`src/rtl/spi_frame_scheduler.sv`:
```
// ============================================================================
// Module   : spi_frame_scheduler
// Purpose  : SPI slave transmit sequencer: decodes host commands, snapshots
//            pose/distance telemetry and streams it one byte per rx event.
//            Optional XOR checksum byte: define SPI_FRAME_SCHEDULER_CHECKSUM_EN.
// Revision : 1.0 - initial release
// ============================================================================
`default_nettype none

module spi_frame_scheduler #(
    parameter int         N_WIDTH      = 17,
    parameter int         PULSE_CYCLES = 4,
    parameter logic [7:0] IDLE_BYTE    = 8'h5A,
    parameter logic [7:0] ERR_BYTE     = 8'hEE
) (
    input  logic               SPI_FRAME_SCHEDULER_CLOCK_50,
    input  logic               SPI_FRAME_SCHEDULER_RESET_InLow,
    input  logic               SPI_FRAME_SCHEDULER_SS_InLow,
    input  logic               SPI_FRAME_SCHEDULER_NEWDATA_In,
    input  logic [7:0]         SPI_FRAME_SCHEDULER_DATAIN_InBus,
    input  logic [N_WIDTH-1:0] SPI_FRAME_SCHEDULER_POSX_InBus,
    input  logic [N_WIDTH-1:0] SPI_FRAME_SCHEDULER_POSY_InBus,
    input  logic [N_WIDTH-1:0] SPI_FRAME_SCHEDULER_THETA_InBus,
    input  logic [N_WIDTH-1:0] SPI_FRAME_SCHEDULER_DIST1_InBus,
    input  logic [N_WIDTH-1:0] SPI_FRAME_SCHEDULER_DIST2_InBus,
    input  logic [N_WIDTH-1:0] SPI_FRAME_SCHEDULER_DIST3_InBus,
    input  logic [N_WIDTH-1:0] SPI_FRAME_SCHEDULER_DIST4_InBus,
    output logic [7:0]         SPI_FRAME_SCHEDULER_DATAOUT_OutBus,
    output logic [2:0]         SPI_FRAME_SCHEDULER_WAYSELECT_OutBus,
    output logic               SPI_FRAME_SCHEDULER_STOPSIGNAL_OutLow,
    output logic               SPI_FRAME_SCHEDULER_BEGINSIGNAL_OutLow,
    output logic               SPI_FRAME_SCHEDULER_BUSY_Out
);

    localparam int                 c_CNT_W      = $clog2(PULSE_CYCLES + 1);
    localparam logic [c_CNT_W-1:0] c_PULSE_LOAD = c_CNT_W'(PULSE_CYCLES);
    localparam logic [3:0]         c_POSE_LAST  = 4'd8;
    localparam logic [3:0]         c_DIST_LAST  = 4'd11;

    typedef enum logic [1:0] {
        S_IDLE   = 2'd0,
        S_STREAM = 2'd1,
        S_CKSUM  = 2'd2,
        S_ERR    = 2'd3
    } state_t;

    function automatic logic [23:0] f_ext24(input logic [N_WIDTH-1:0] v);
        logic [23:0] r;
        r            = '0;
        r[N_WIDTH-1:0] = v;
        return r;
    endfunction

    state_t             r_state;
    state_t             w_state_nx;
    logic [3:0]         r_idx;
    logic               r_is_dist;
    logic [7:0]         r_snap [0:11];
    logic [7:0]         r_dataout;
    logic [2:0]         r_waysel;
    logic [c_CNT_W-1:0] r_stop_cnt;
    logic [c_CNT_W-1:0] r_begin_cnt;
    logic               r_ss_d;
`ifdef SPI_FRAME_SCHEDULER_CHECKSUM_EN
    logic [7:0]         r_cksum;
    logic               w_to_cksum;
`endif

    logic [7:0]  w_load [0:11];
    logic [23:0] w_posx, w_posy, w_theta, w_d1, w_d2, w_d3, w_d4;
    logic [3:0]  w_idx_nx;
    logic [7:0]  w_next_byte;
    logic        w_last;
    logic        w_abort;
    logic        w_go_idle;
    logic        w_accept_pose;
    logic        w_accept_dist;
    logic        w_advance;
    logic        w_to_err;
    logic        w_cmd_way;
    logic        w_cmd_stop;
    logic        w_cmd_begin;

    assign w_posx  = f_ext24(SPI_FRAME_SCHEDULER_POSX_InBus);
    assign w_posy  = f_ext24(SPI_FRAME_SCHEDULER_POSY_InBus);
    assign w_theta = f_ext24(SPI_FRAME_SCHEDULER_THETA_InBus);
    assign w_d1    = f_ext24(SPI_FRAME_SCHEDULER_DIST1_InBus);
    assign w_d2    = f_ext24(SPI_FRAME_SCHEDULER_DIST2_InBus);
    assign w_d3    = f_ext24(SPI_FRAME_SCHEDULER_DIST3_InBus);
    assign w_d4    = f_ext24(SPI_FRAME_SCHEDULER_DIST4_InBus);

    assign w_idx_nx    = r_idx + 4'd1;
    assign w_next_byte = r_snap[w_idx_nx];
    assign w_last      = (r_idx == (r_is_dist ? c_DIST_LAST : c_POSE_LAST));
    assign w_abort     = SPI_FRAME_SCHEDULER_SS_InLow && !r_ss_d && (r_state != S_IDLE);

    // Snapshot source: pose frames leave the three tail bytes zero.
    always_comb begin
        for (int i = 0; i < 12; i++) w_load[i] = 8'h00;
        if (w_accept_pose) begin
            {w_load[0], w_load[1], w_load[2]} = w_posx;
            {w_load[3], w_load[4], w_load[5]} = w_posy;
            {w_load[6], w_load[7], w_load[8]} = w_theta;
        end else begin
            {w_load[0], w_load[1], w_load[2]}   = w_d1;
            {w_load[3], w_load[4], w_load[5]}   = w_d2;
            {w_load[6], w_load[7], w_load[8]}   = w_d3;
            {w_load[9], w_load[10], w_load[11]} = w_d4;
        end
    end

    always_ff @(posedge SPI_FRAME_SCHEDULER_CLOCK_50 or negedge SPI_FRAME_SCHEDULER_RESET_InLow) begin
        if (!SPI_FRAME_SCHEDULER_RESET_InLow) begin
            r_state <= S_IDLE;
        end else begin
            r_state <= w_state_nx;
        end
    end

    always_comb begin
        w_state_nx    = r_state;
        w_go_idle     = 1'b0;
        w_accept_pose = 1'b0;
        w_accept_dist = 1'b0;
        w_advance     = 1'b0;
        w_to_err      = 1'b0;
        w_cmd_way     = 1'b0;
        w_cmd_stop    = 1'b0;
        w_cmd_begin   = 1'b0;
`ifdef SPI_FRAME_SCHEDULER_CHECKSUM_EN
        w_to_cksum    = 1'b0;
`endif
        if (w_abort) begin
            w_state_nx = S_IDLE;
            w_go_idle  = 1'b1;
        end else begin
            case (r_state)
                S_IDLE: begin
                    if (SPI_FRAME_SCHEDULER_NEWDATA_In) begin
                        if (SPI_FRAME_SCHEDULER_DATAIN_InBus == 8'hA1) begin
                            w_accept_pose = 1'b1;
                            w_state_nx    = S_STREAM;
                        end else if (SPI_FRAME_SCHEDULER_DATAIN_InBus == 8'hA2) begin
                            w_accept_dist = 1'b1;
                            w_state_nx    = S_STREAM;
                        end else if (SPI_FRAME_SCHEDULER_DATAIN_InBus[7:3] == 5'b10110) begin
                            w_cmd_way = 1'b1;
                        end else if (SPI_FRAME_SCHEDULER_DATAIN_InBus == 8'hC0) begin
                            w_cmd_stop = 1'b1;
                        end else if (SPI_FRAME_SCHEDULER_DATAIN_InBus == 8'hC1) begin
                            w_cmd_begin = 1'b1;
                        end else if (SPI_FRAME_SCHEDULER_DATAIN_InBus != 8'h00) begin
                            w_to_err   = 1'b1;
                            w_state_nx = S_ERR;
                        end
                    end
                end
                S_STREAM: begin
                    if (SPI_FRAME_SCHEDULER_NEWDATA_In) begin
                        if (w_last) begin
`ifdef SPI_FRAME_SCHEDULER_CHECKSUM_EN
                            w_to_cksum = 1'b1;
                            w_state_nx = S_CKSUM;
`else
                            w_go_idle  = 1'b1;
                            w_state_nx = S_IDLE;
`endif
                        end else begin
                            w_advance = 1'b1;
                        end
                    end
                end
                S_CKSUM, S_ERR: begin
                    if (SPI_FRAME_SCHEDULER_NEWDATA_In) begin
                        w_go_idle  = 1'b1;
                        w_state_nx = S_IDLE;
                    end
                end
                default: begin
                    w_go_idle  = 1'b1;
                    w_state_nx = S_IDLE;
                end
            endcase
        end
    end

    always_ff @(posedge SPI_FRAME_SCHEDULER_CLOCK_50 or negedge SPI_FRAME_SCHEDULER_RESET_InLow) begin
        if (!SPI_FRAME_SCHEDULER_RESET_InLow) begin
            r_idx       <= 4'd0;
            r_is_dist   <= 1'b0;
            r_dataout   <= IDLE_BYTE;
            r_waysel    <= 3'd0;
            r_stop_cnt  <= '0;
            r_begin_cnt <= '0;
            r_ss_d      <= 1'b1;
            for (int i = 0; i < 12; i++) r_snap[i] <= 8'h00;
`ifdef SPI_FRAME_SCHEDULER_CHECKSUM_EN
            r_cksum     <= 8'h00;
`endif
        end else begin
            r_ss_d <= SPI_FRAME_SCHEDULER_SS_InLow;

            // A repeated command reloads the counter, stretching the pulse.
            if (w_cmd_stop) begin
                r_stop_cnt <= c_PULSE_LOAD;
            end else if (r_stop_cnt != '0) begin
                r_stop_cnt <= r_stop_cnt - 1'b1;
            end
            if (w_cmd_begin) begin
                r_begin_cnt <= c_PULSE_LOAD;
            end else if (r_begin_cnt != '0) begin
                r_begin_cnt <= r_begin_cnt - 1'b1;
            end

            if (w_cmd_way) begin
                r_waysel <= SPI_FRAME_SCHEDULER_DATAIN_InBus[2:0];
            end

            if (w_go_idle) begin
                r_dataout <= IDLE_BYTE;
                r_idx     <= 4'd0;
`ifdef SPI_FRAME_SCHEDULER_CHECKSUM_EN
                r_cksum   <= 8'h00;
`endif
            end else if (w_accept_pose || w_accept_dist) begin
                for (int i = 0; i < 12; i++) r_snap[i] <= w_load[i];
                r_is_dist <= w_accept_dist;
                r_idx     <= 4'd0;
                r_dataout <= w_load[0];
`ifdef SPI_FRAME_SCHEDULER_CHECKSUM_EN
                r_cksum   <= w_load[0];
`endif
            end else if (w_advance) begin
                r_idx     <= w_idx_nx;
                r_dataout <= w_next_byte;
`ifdef SPI_FRAME_SCHEDULER_CHECKSUM_EN
                r_cksum   <= r_cksum ^ w_next_byte;
`endif
`ifdef SPI_FRAME_SCHEDULER_CHECKSUM_EN
            end else if (w_to_cksum) begin
                r_dataout <= r_cksum;
`endif
            end else if (w_to_err) begin
                r_dataout <= ERR_BYTE;
            end
        end
    end

    assign SPI_FRAME_SCHEDULER_DATAOUT_OutBus     = r_dataout;
    assign SPI_FRAME_SCHEDULER_WAYSELECT_OutBus   = r_waysel;
    assign SPI_FRAME_SCHEDULER_STOPSIGNAL_OutLow  = (r_stop_cnt == '0);
    assign SPI_FRAME_SCHEDULER_BEGINSIGNAL_OutLow = (r_begin_cnt == '0);
    assign SPI_FRAME_SCHEDULER_BUSY_Out           = (r_state == S_STREAM) || (r_state == S_CKSUM);

endmodule

`default_nettype wire

```
`config.mk`:
```
export PLATFORM = sky130hd
export DESIGN_NAME = spi_frame_scheduler
export DESIGN_NICKNAME = d
export VERILOG_FILES = /design/src/rtl/spi_frame_scheduler.sv
export SDC_FILE = /design/constraint.sdc
export NUM_CORES = 1
export LEC_CHECK = 0
export ABC_AREA = 1
export CAP_MARGIN = 5
export CORE_AREA = 2 2 119 121
export CTS_CLUSTER_SIZE = 12
export DETAILED_ROUTE_END_ITERATION = 8
export DIE_AREA = 0 0 121 123
export DONT_BUFFER_PORTS = 1
export PLACE_DENSITY_LB_ADDON = 0.08
export SLEW_MARGIN = 0
export SYNTH_ARGS = -nofsm -noshare
export SYNTH_HDL_FRONTEND = slang
export SYNTH_SLANG_ARGS = --single-unit
```
`constraint.sdc`:
```
create_clock -name SPI_FRAME_SCHEDULER_CLOCK_50 -period 2.22 [get_ports SPI_FRAME_SCHEDULER_CLOCK_50]
set_clock_uncertainty 0.2 [all_clocks]
set_input_delay 0.555 -clock SPI_FRAME_SCHEDULER_CLOCK_50 [delete_from_list [all_inputs] [get_ports SPI_FRAME_SCHEDULER_CLOCK_50]]
set_output_delay 0.555 -clock SPI_FRAME_SCHEDULER_CLOCK_50 [all_outputs]
set_load 0.05 [all_outputs]
```
Word-level counts from Yosys, hierarchy flattened
Cells that the tools add are included.

storage, ports and cells
  output and inout bits = 14
  register bits after elaboration = 121
  word-level logic and storage cells = 139
  bits of input ports = 131

operators by class
  magnitude comparators = 1
  bitwise operators = 2
  equality and inequality tests = 17
  add/subtract/negate cells = 3
  multiplexer cells = 77
  reductions and logical operators = 19

operator list
  cell                   number
  $mux W65               1
  $mux W8                6
  $mux W1                47
  $bmux W8 S4            1
  $eq A8 B8 Y1 const B   4
  $mux W2                12
  $ne A5 B5 Y1 const B   4
  $mux W17               1
  $mux W3                4
  $mux W4                3
  $ne A3 B3 Y1 const B   4
  $reduce_bool A3 Y1     3
  $reduce_and A8 Y1      1
  $reduce_bool A8 Y1     1
  $logic_not A3 Y1       2
  $pmux W2 S3            1
  $reduce_bool A2 Y1     3
  $sub A3 B1 Y3 const B  2
  $eq A5 B5 Y1 const B   1
  $ge A5 B5 Y1 const B   1
  $not A4 Y5             1
  $add A4 B1 Y4 const B  1
  $eq A2 B2 Y1 const B   2
  $eq A4 B4 Y1           1
  10 further kinds       12

Depth between registers and ports, before layout
Gate-level depths: netlist of run 1.

  depth after elaboration = 14
  depth in mapped cells = 15
  gate-level depth less buffers = 13

Worst setup path before layout of run 1
Ideal clock, no wire load.

  path type = register to register
  from = register r_state[0]
  to = register r_snap[24] (netlist name)
  cell stages (with the launch flop) = 11
  required time = 1.901 ns
  clock period less this slack = 1.983 ns
  path slack = 0.237 ns
  arrival = 1.664 ns
  path buffers = 3
  cell sequence = dfrtp_1 > inv_1 > ha_1 > buf_4 > nand2_1 > inv_2 > nand3_1 > buf_4 > buf_2 > mux2i_1 > o21ai_2

between the ends
  word-level cells in the longest chain between the ends = 6

RTL lines
  item                         RTL line  source
  from (decl)                  54        state_t r_state;
  from (signal assigned)       116       r_state <= w_state_nx;
  $eq A2 B2 Y1                 137       case (r_state)
  $reduce_or A2 Y1             137
  $pmux W1 S2                  137
  $mux W1                      133       if (w_abort) begin
  $not A1 Y1 (no line)         --
  $reduce_and A2 Y1 (no line)  --
  to (decl)                    58        logic [7:0] r_snap [0:11];

Parallel ways exist; a longest one is shown, timed or not.
A chain may end at the register's enable or synchronous reset.

Worst setup path after layout of run 1
  from = register r_stop_cnt[0]
  to = output SPI_FRAME_SCHEDULER_STOPSIGNAL_OutLow

between the ends
  word-level cells in the longest chain between the ends = 1

RTL lines
  item                    RTL line  source
  from (decl)             61        logic [c_CNT_W-1:0] r_stop_cnt;
  from (signal assigned)  205       r_stop_cnt <= c_PULSE_LOAD;
  from (signal assigned)  207       r_stop_cnt <= r_stop_cnt - 1'b1;
  $logic_not A3 Y1        251       assign SPI_FRAME_SCHEDULER_STOPSIGNAL_OutLow = (r_stop_cnt == '0);
  to (decl)               30        output logic SPI_FRAME_SCHEDULER_STOPSIGNAL_OutLow,

Every way passes these cells.

==> results of run 1 <==
-- layer usage --
layer / share of wire, % / GRT usage, %
met2: 47 / 30.5
met5: 0 / 0
met3: 5.6 / 4.15
met4: 1.9 / 6.90
met1: 46 / 26.1
-- power by group through the flow --
stage / Combinational (W) / Sequential [W] / Clock [W]
final: 0.00243 / 0.00255 / 0.00166
after global routing: 0.00277 / 0.00258 / 0.00176
after CTS: 0.00235 / 0.00255 / 0.00170
after detailed placement: 0.00234 / 0.00258 / 0
after global placement: 0.00230 / 0.00257 / 0
after floorplan: 0.00166 / 0.00253 / 0
-- layout make-up --
| class | count | area (sq um) |
|---|---|---|
| fillers | 1407 | 7490 |
| well taps | 180 | 225 |
| flip-flops and latches | 93 | 2330 |
| repair buffers | 27 | 342 |
| inverters | 62 | 246 |
| clock buffers | 14 | 254 |
| multi-input cells | 493 | 2660 |
| clock inverters | 2 | 60.1 |
-- worst min path at each step --
stage,start,endpoint,slack [ps]
6_report,SPI_FRAME_SCHEDULER_RESET_InLow,SPI_FRAME_SCHEDULER_WAYSELECT_OutBus[2],-290
5_1_grt,SPI_FRAME_SCHEDULER_RESET_InLow,r_snap[27],-310
4_1_cts,SPI_FRAME_SCHEDULER_RESET_InLow,r_snap[13],-310
3_5_place_dp,SPI_FRAME_SCHEDULER_RESET_InLow,SPI_FRAME_SCHEDULER_WAYSELECT_OutBus[2],60
3_3_place_gp,SPI_FRAME_SCHEDULER_RESET_InLow,SPI_FRAME_SCHEDULER_WAYSELECT_OutBus[2],60
2_1_floorplan,SPI_FRAME_SCHEDULER_RESET_InLow,SPI_FRAME_SCHEDULER_DATAOUT_OutBus[0],60
-- registers in the layout (all words and copies together) (netlist names) --
| name | cells |
|---|---|
| r_begin_cnt | 3 |
| r_snap | 68 |
| SPI_FRAME_SCHEDULER_DATAOUT_OutBus | 8 |
| r_state | 2 |
| r_is_dist | 1 |
| r_stop_cnt | 3 |
| SPI_FRAME_SCHEDULER_WAYSELECT_OutBus | 3 |
| r_ss_d | 1 |
| r_idx | 4 |
-- cell families (layout without fill, tap and decap cells) --
family	Yosys count	in the layout	synth area share [%]
AOI/OAI and AO/OA	105	105	11.4
xor gates and xnor gates	2	2	0.326
adders and majority gates	10	10	2.33
buffers and inverters	90	105	8.08
DFF	93	93	43.4
muxes	50	50	9.31
and+or+nand+nor	326	326	25.2
-- critical path: stages (launching register included) --
cell	delay (ps)
dfrtp_1	320
inv_1	70
ha_1	200
nand2_1	150
clkinvlp_4	300
-- layout by cell type (no fill, tap or decap), types with 3 or more instances in the layout --
master      count
o21ai_0        27
clkbuf_1        4
nor2_1         46
buf_4          14
dfstp_2         5
nand3_1        45
inv_2           6
o22ai_1         8
mux2i_2         6
inv_1          52
nor2_4          3
o21ai_2        20
dfrtp_1        88
o21ai_1        30
ha_2            3
clkbuf_16      12
nand2_1       214
nor2_2          4
buf_6           5
nand4_1         4
clkinvlp_4      3
a21oi_1        19
mux2i_1        44
ha_1            7
-- stage by stage --
step	worst slack, ps	instances	util [%]	hold WS (ps)
final	87.8	871	45.0	-291
after global routing	3.36	871	45.0	-313
after CTS	19.6	867	43.7	-306
after detailed placement	46.6	850	41.4	63.3
after global placement	116	850	41.4	63.3
after floorplan	237	676	-	59.4
-- what timing repair did --
action | CTS | global route
setup endpoints to repair | 0 | 61
resized for setup | 0 | 23
hold endpoints to repair | 94 | 93
setup buffers | 0 | 1
==> impl_results.md, run 1 <==
* ANT nets after route at 0
* EDFF count, synth at 0
* Gr usage total at 19.2%
* Wirelength per Cell at 16.2 um
* Vias in the first global route at 4,333
* Clock group share of total power at 25.0%
* Final setup violation count at 0
* Clk buf depth at 2
* ANT cells at 0
* RSZ-0062 raised after global routing: false
* First-pass GRT wire length at 22,000 um
* Gr ovfl total at 0
* Final HPWL DP at 9990 um
* CP Data Required Time at 1460 ps
* I/O Buffers at 0
* Most numerous cell in the Yosys netlist: nand2_1
* GP Congestion at 0.846
* Via/cell ratio at 5.08
* Asr flop ratio synth at 100%
* Initial antenna violation count at 0
* Critical Path Sink: SPI_FRAME_SCHEDULER_STOPSIGNAL_OutLow
* Status: finished with violations
* Max-slew headroom at 67.3%
* Worst setup path class: reg2out
* CP Capture Type: output port
* CTS Buf Count at 9
* WL final at 14,200 um
* CTS sink cnt at 93
* Switching portion of total power at 40.6%
* Tcrit/Tclk final at 96.0%
* R2R Path End: r_snap[31]
* Via count at 4,421
* Synth Register Bits at 93
* Tightest Pin Transition at 490 ps
* CP startpoint: r_stop_cnt[0]
* Post-synthesis sequential area ratio at 43.4%
* Fin Hold WS at -291 ps
* Die area at 14,900 sq um
* Peak supply drop at 0.000406 V
* Worst min path class: in2async
* Initial DRC count at 218
* PwrDens at 1080 nW/um^2
* Ranking of synthesized cells by area: dfrtp_1 (41%), nand2_1 (15%), mux2i_1 (9.3%)
* Dpl cell area at 5630 sq um
* Synth top area share at 41.0%
* Die width at 121 um
* Max Clk Rate at 469 MHz
* CP Max Fanout at 4
* Root Buffer: clkbuf_16
* P_leak at 3.30 nW
* Row cnt at 43
* Total power at 0.00663 W
* Die height at 123 um
* Syn Std Cell Area at 5380 sq um
* Sequential share of power at 38.4%
* FF-to-FF setup slack at 150 ps
* Largest net degree at the start of global routing at 94
* Failing checks: negative hold slack
* R2r startpoint: r_state[1]
* CTS tree: done
* Crit path launch type: flip-flop
* Final Hold Vio Count at 93
* Comb pwr share at 36.6%
* Top_reg_cell synth: dfrtp_1
* Total number of yosys warnings at 0
* Clock transition at the registers of the reported paths at 60 ps
* DR DRC count at 0
* Worst Path Arrival at 1380 ps
* Cell internal pwr at 0.00394 W
* Reg2Reg Depth at 9
* Final TNS setup at 0 ps
* Post-Syn Nets at 817
* Core Footprint at 13,600 sq um
* Cells after synthesis at 676
* Max cap viols at 0
* CTS HTree Levels at 3
* Area grow syn2layout at 13.9%
* Final Cell Area at 6120 sq um
* Largest area contributor in the netlist: dfrtp_1
* Clk_lat worst skew at 340 ps
* Share of cells above drive strength 1 at 13.7%
* Final net count at 827
* # hold bufs at CTS at 1
* Drt first pass iters at 5
* Top Ports at 145
* Max Transition Viols Final at 0
* Starting density of the core at 39.5%
* Syn Area/Cell at 7.95 sq um
* P_sw at 0.00269 W
* Min Tclk post-route at 2130 ps
* Yosys cell types at 31
* Top cells by count, synth: nand2_1 (214), dfrtp_1 (88), inv_1 (55)
Power figures use the tool's default switching activity.
==> inputs of run 2 (changes only) <==
REMOVE_ABC_BUFFERS = 1   (was not set)
==> impl_results.md, run 2 (synthesis results as in run 1) <==
* ANT cells at 0 (unchanged)
* Reg2Reg Depth at 9 (unchanged)
* Worst setup path class: reg2out (unchanged)
* WL final at 13,000 um (was 14,200 um)
* Wirelength per Cell at 14.9 um (was 16.2 um)
* Met1 Use GR at 24.9% (was 26.1%)
* Failing checks: negative hold slack (unchanged)
* Via count at 4,370 (was 4,421)
* Fin Hold WS at -289 ps (was -291 ps)
* Area grow syn2layout at 12.2% (was 13.9%)
* DR DRC count at 0 (unchanged)
* CTS sink cnt at 93 (unchanged)
* Worst slack, placed at 16.9 ps (was 46.6 ps)
* Gr ovfl total at 0 (unchanged)
* Top Ports at 145 (unchanged)
* Area occupied by multi-input gates at 2660 sq um (about the same)
* CP Data Required Time at 1460 ps (about the same)
* FF/Latch Area at 2330 sq um (unchanged)
* PwrDens at 1080 nW/um^2 (about the same)
* CTS tree: done (unchanged)
* Final setup violation count at 0 (unchanged)
* GRT busiest layer: met2 (unchanged)
* Die width at 121 um (unchanged)
* Max-slew headroom at 65.7% (was 67.3%)
* Initial antenna violation count at 0 (unchanged)
* Via/cell ratio at 5.02 (was 5.08)
* Vias in the first global route at 4,161 (was 4,333)
* Largest Register: r_snap (unchanged)
* First-pass GRT wire length at 21,100 um (was 22,000 um)
* Starting density of the core at 39.5% (unchanged)
* Row cnt at 43 (unchanged)
* Tightest Pin Transition at 515 ps (was 490 ps)
* Most common cell after layout, fill and taps aside: nand2_1 (unchanged)
* Min Tclk post-route at 2130 ps (about the same)
* Fill cells at 1,427 (was 1,407)
* ANT nets after route at 0 (unchanged)
* CTS Buf Count at 9 (unchanged)
* Tcrit/Tclk final at 96.0% (about the same)
* Most frequent cells in the layout: nand2_1 (213), dfrtp_1 (88), inv_1 (52) (was nand2_1 (214), dfrtp_1 (88), inv_1 (52))
* CTS HTree Levels at 3 (unchanged)
* Worst min path class: in2async (unchanged)
* Clk buf depth at 2 (unchanged)
* Clock transition at the registers of the reported paths at 60 ps (about the same)
* Core Footprint at 13,600 sq um (unchanged)
* GP Congestion at 0.779 (was 0.846)
* Max Transition Viols Final at 0 (unchanged)
* # hold bufs at CTS at 1 (unchanged)
* Fraction of met2 tracks used by global routing at 29.8% (was 30.5%)
* CP Max Fanout at 4 (unchanged)
* Final HPWL DP at 9260 um (was 9990 um)
* Initial DRC count at 245 (was 218)
* Dpl cell area at 5610 sq um (was 5630 sq um)
* Final Cell Area at 6030 sq um (was 6120 sq um)
* Gr usage total at 18.3% (was 19.2%)
* Final Hold Vio Count at 93 (unchanged)
* CP max stage cell: dfrtp_1 (unchanged)
* Die height at 123 um (unchanged)
* Max cap viols at 0 (unchanged)
* Share of cells above drive strength 1 at 13.3% (was 13.7%)
* Delay of the slowest critical-path stage at 320 ps (about the same)
* Crit path launch type: flip-flop (unchanged)
* Drt first pass iters at 5 (unchanged)
* Status: finished with violations (unchanged)
* Met3 usage at 3.14% (was 4.15%)
* Die area at 14,900 sq um (unchanged)
* Largest register FFs at 68 (unchanged)
* Final net count at 826 (was 827)
* RSZ-0062 raised after global routing: false (unchanged)
* Peak supply drop at 0.000392 V (was 0.000406 V)
* CP Capture Type: output port (unchanged)
* Clk_lat worst skew at 340 ps (about the same)
* Largest net degree at the start of global routing at 94 (unchanged)
* Setup ws final at 89.5 ps (was 87.8 ps)
* Root Buffer: clkbuf_16 (unchanged)
* Worst Path Arrival at 1380 ps (about the same)
* Max Clk Rate at 469 MHz (about the same)
* P_leak at 3.30 nW (about the same)
* I/O Buffers at 0 (unchanged)
* CP Cell Sequence: inv_1 -> ha_1 -> nand2_1 -> clkinvlp_4 (unchanged)
-- run 2: cell count changes in the layout (fill, tap and decap cells not counted), moves of 2 or more --
cell	before	now
clkbuf_8	1	3
clkbuf_1	4	1
mux2i_2	6	0
buf_6	5	0
mux2i_1	44	50
clkbuf_16	12	9
clkinv_2	0	2
buf_16	2	0
buf_4	14	21
-- run 2: layout make-up --
class / count / share of cell area [%]
Clock buffer: 13 / 4.48
Clock inverter: 3 / 0.705
Inverter: 62 / 4.07
Multi-Input combinational cell: 493 / 44.0
Sequential cell: 93 / 38.7
Tap cell: 180 / 3.73
Timing Repair Buffer: 26 / 4.31
-- run 2: per-stage QoR --
step / instances / TNS (ps) / power (W) / utilization (%)
2_1_floorplan: 648 / -196940 / 0.00413 / -
3_3_place_gp: 849 / 0 / 0.00481 / 41.2
3_5_place_dp: 849 / 0 / 0.00485 / 41.2
4_1_cts: 867 / 0 / 0.00649 / 43.8
5_1_grt: 870 / 0 / 0.00702 / 44.3
6_report: 870 / 0 / 0.00651 / 44.3
-- run 2: where the power goes --
group | switching [W] | internal, W
clock | 0.000638 | 0.000964
sequential | 0.000512 | 0.00204
combinational | 0.00150 | 0.000849
-- run 2: layer usage --
| metal | up-vias | part of all wire, % |
|---|---|---|
| li1 | 2223 | - |
| met1 | 2022 | 46 |
| met2 | 115 | 47 |
| met3 | 10 | 5.7 |
| met4 | 0 | 1.1 |
| met5 | - | 0 |
-- run 2: critical path: cells and delay by family, from the launching register on --
kind / cells / cell delay, ps
AND/OR/NAND/NOR: 1 / 140
buffers and inverters: 2 / 370
flip-flops: 1 / 320
adder cells (fa/ha/maj): 1 / 200
-- run 2: worst paths after layout --
check	from	slack (ps)	end
worst max-delay path	r_begin_cnt[0]	90	SPI_FRAME_SCHEDULER_BEGINSIGNAL_OutLow
worst min-delay path	SPI_FRAME_SCHEDULER_RESET_InLow	-290	SPI_FRAME_SCHEDULER_WAYSELECT_OutBus[2]
worst max register to register	r_state[0]	120	r_snap[28]
worst min register to register	r_snap[48]	280	r_snap[48]
max in group asynchronous	SPI_FRAME_SCHEDULER_RESET_InLow	1840	SPI_FRAME_SCHEDULER_DATAOUT_OutBus[3]
min in group SPI_FRAME_SCHEDULER_CLOCK_50	SPI_FRAME_SCHEDULER_DIST4_InBus[16]	170	r_snap[16]
-- run 2: timing repair --
| action | CTS | global route |
|---|---|---|
| endpoints found under the setup margin | 1 | 62 |
| setup buffers | 0 | 3 |
| endpoints found under the hold margin | 94 | 93 |
| gates resized for setup | 0 | 11 |
| gates cloned | 1 | 0 |
==> inputs of run 3 (changes only) <==
CTS_BUF_LIST = sky130_fd_sc_hd__clkbuf_16   (was not set)
==> impl_results.md, run 3 (synthesis results as in run 1) <==
* Met3 usage at 3.14% (unchanged)
* DR DRC count at 0 (unchanged)
* Root Buffer: clkbuf_16 (unchanged)
* Failing checks: negative hold slack (unchanged)
* Top Ports at 145 (unchanged)
* Reg2Reg Depth at 9 (unchanged)
* Vias in the first global route at 4,161 (unchanged)
* Largest net degree at the start of global routing at 94 (unchanged)
* Initial DRC count at 239 (was 245)
* GRT busiest layer: met2 (unchanged)
* CTS Buf Count at 9 (unchanged)
* Dpl cell area at 5610 sq um (unchanged)
* Gr usage total at 18.3% (about the same)
* First-pass GRT wire length at 21,100 um (about the same)
* CP Capture Type: output port (unchanged)
* Area grow syn2layout at 11.8% (was 12.2%)
* Share of cells above drive strength 1 at 13.3% (unchanged)
* I/O Buffers at 0 (unchanged)
* # hold bufs at CTS at 1 (unchanged)
* Starting density of the core at 39.5% (unchanged)
* Most frequent cells in the layout: nand2_1 (213), dfrtp_1 (88), inv_1 (53) (was nand2_1 (213), dfrtp_1 (88), inv_1 (52))
* Critical Path Sink: SPI_FRAME_SCHEDULER_BEGINSIGNAL_OutLow (unchanged)
* ANT cells at 0 (unchanged)
* Largest register FFs at 68 (unchanged)
* CP Data Required Time at 1460 ps (about the same)
* Row cnt at 43 (unchanged)
* Max Transition Viols Final at 0 (unchanged)
* P_leak at 3.27 nW (was 3.30 nW)
* Largest Register: r_snap (unchanged)
* RSZ-0062 raised after global routing: false (unchanged)
* Tightest Pin Transition at 515 ps (about the same)
* Final Hold Vio Count at 93 (unchanged)
* Wirelength per Cell at 15.0 um (was 14.9 um)
* Final setup violation count at 0 (unchanged)
* Levels on crit path at 4 (unchanged)
* ANT nets after route at 0 (unchanged)
* Status: finished with violations (unchanged)
* Max Clk Rate at 469 MHz (about the same)
* Fraction of met2 tracks used by global routing at 29.8% (about the same)
* Number of buffers and inverters on the critical path at 2 (unchanged)
* Final net count at 826 (unchanged)
* CP max stage cell: dfrtp_1 (unchanged)
* Final HPWL DP at 9260 um (unchanged)
* Die width at 121 um (unchanged)
* Worst Path Arrival at 1370 ps (was 1380 ps)
* FF-to-FF setup slack at 130 ps (was 120 ps)
* Met1 Use GR at 24.8% (was 24.9%)
* Die area at 14,900 sq um (unchanged)
* R2r startpoint: r_state[1] (was r_state[0])
* Clk_lat worst skew at 340 ps (about the same)
* Total power at 0.00639 W (was 0.00651 W)
* Final Cell Area at 6010 sq um (was 6030 sq um)
* CTS sink cnt at 93 (unchanged)
* Max-slew headroom at 65.7% (about the same)
* Min Tclk post-route at 2130 ps (about the same)
* Setup ws final at 90.0 ps (was 89.5 ps)
* R2R Path End: r_snap[62] (was r_snap[28])
* GP Congestion at 0.779 (unchanged)
* Gr ovfl total at 0 (unchanged)
* Via count at 4,391 (was 4,370)
* Top delay family on crit path: buffers and inverters (unchanged)
* Max cap viols at 0 (unchanged)
* Clk buf depth at 2 (unchanged)
* Peak supply drop at 0.000387 V (was 0.000392 V)
* Most common cell after layout, fill and taps aside: nand2_1 (unchanged)
* Die height at 123 um (unchanged)
* WL final at 13,000 um (about the same)
* CP Cell Sequence: inv_1 -> ha_1 -> nand2_1 -> clkinvlp_4 (unchanged)
* Core Footprint at 13,600 sq um (unchanged)
* Fill cells at 1,428 (was 1,427)
* Initial antenna violation count at 0 (unchanged)
* Tcrit/Tclk final at 95.9% (was 96.0%)
* CP Max Fanout at 4 (unchanged)
* Delay of the slowest critical-path stage at 320 ps (about the same)
* PwrDens at 1060 nW/um^2 (was 1080 nW/um^2)
* Fin Hold WS at -288 ps (was -289 ps)
* CTS HTree Levels at 3 (unchanged)
* Worst min path class: in2async (unchanged)
* Via/cell ratio at 5.05 (was 5.02)
* Drt first pass iters at 5 (unchanged)
* Crit path launch type: flip-flop (unchanged)
* Cell Count, Final, Fillers Out at 870 (unchanged)
* Worst slack, placed at 16.9 ps (unchanged)
* Clock transition at the registers of the reported paths at 60 ps (about the same)
* CTS tree: done (unchanged)
* Placed cells at 849 (unchanged)
* CP startpoint: r_begin_cnt[0] (unchanged)
* Worst setup path class: reg2out (unchanged)
## run 3: cell types whose count changed in the layout (fill, tap and decap cells not counted)
cell / change
mux2i_1: -3
clkbuf_1: -1
inv_1: +1
mux2i_2: +3
clkbuf_8: -3
clkinv_1: +3
## run 3: how the worst min path moves through the flow
stage	from	endpoint	depth (start not counted)
6_report	SPI_FRAME_SCHEDULER_RESET_InLow	r_stop_cnt[2]	0
5_1_grt	SPI_FRAME_SCHEDULER_RESET_InLow	SPI_FRAME_SCHEDULER_WAYSELECT_OutBus[2]	0
4_1_cts	SPI_FRAME_SCHEDULER_RESET_InLow	r_begin_cnt[2]	0
3_5_place_dp	SPI_FRAME_SCHEDULER_RESET_InLow	r_snap[0]	0
3_3_place_gp	SPI_FRAME_SCHEDULER_RESET_InLow	r_snap[8]	0
2_1_floorplan	SPI_FRAME_SCHEDULER_RESET_InLow	SPI_FRAME_SCHEDULER_DATAOUT_OutBus[0]	0
## run 3: final cells by class
cell class / count / area [sq um] / area share (%)
multi-input combinational: 493 / 2670 / 44.3
tap: 180 / 225 / 3.75
clock buffer: 9 / 225 / 3.75
inverter: 62 / 245 / 4.08
clock inverter: 7 / 57.6 / 0.957
sequential: 93 / 2330 / 38.8
timing repair buffer: 26 / 260 / 4.33
## run 3: routing by layer
layer | part of all wire, % | vias up | routed length [um]
li1 | - | 2222 | -
met1 | 47 | 2043 | 6070
met2 | 46 | 114 | 6050
met3 | 5.5 | 12 | 721
met4 | 1.3 | 0 | 174
met5 | 0 | - | 0
## run 3: report_power, final
| group | total [W] | switching, W | leakage, nW | internal, W |
|---|---|---|---|---|
| clock network | 0.00149 | 0.000633 | 0.139 | 0.000855 |
| logic | 0.00235 | 0.00150 | 1.93 | 0.000850 |
| registers | 0.00256 | 0.000511 | 1.20 | 0.00204 |
| total | 0.00639 | 0.00264 | 3.27 | 0.00375 |
## run 3: through the flow
stage	setup TNS, ps	utilization [%]
detailed placement	0	41.2
global route	0	44.2
floorplan	-196940	-
CTS	0	43.6
finish	0	44.2
global placement	0	41.2
## run 3: repair_timing
action                     CTS  global route
resized for setup            0            14
gates cloned                 1             0
buffers inserted             0             3
hold endpoints to repair    94            93
setup endpoints to repair    2            62
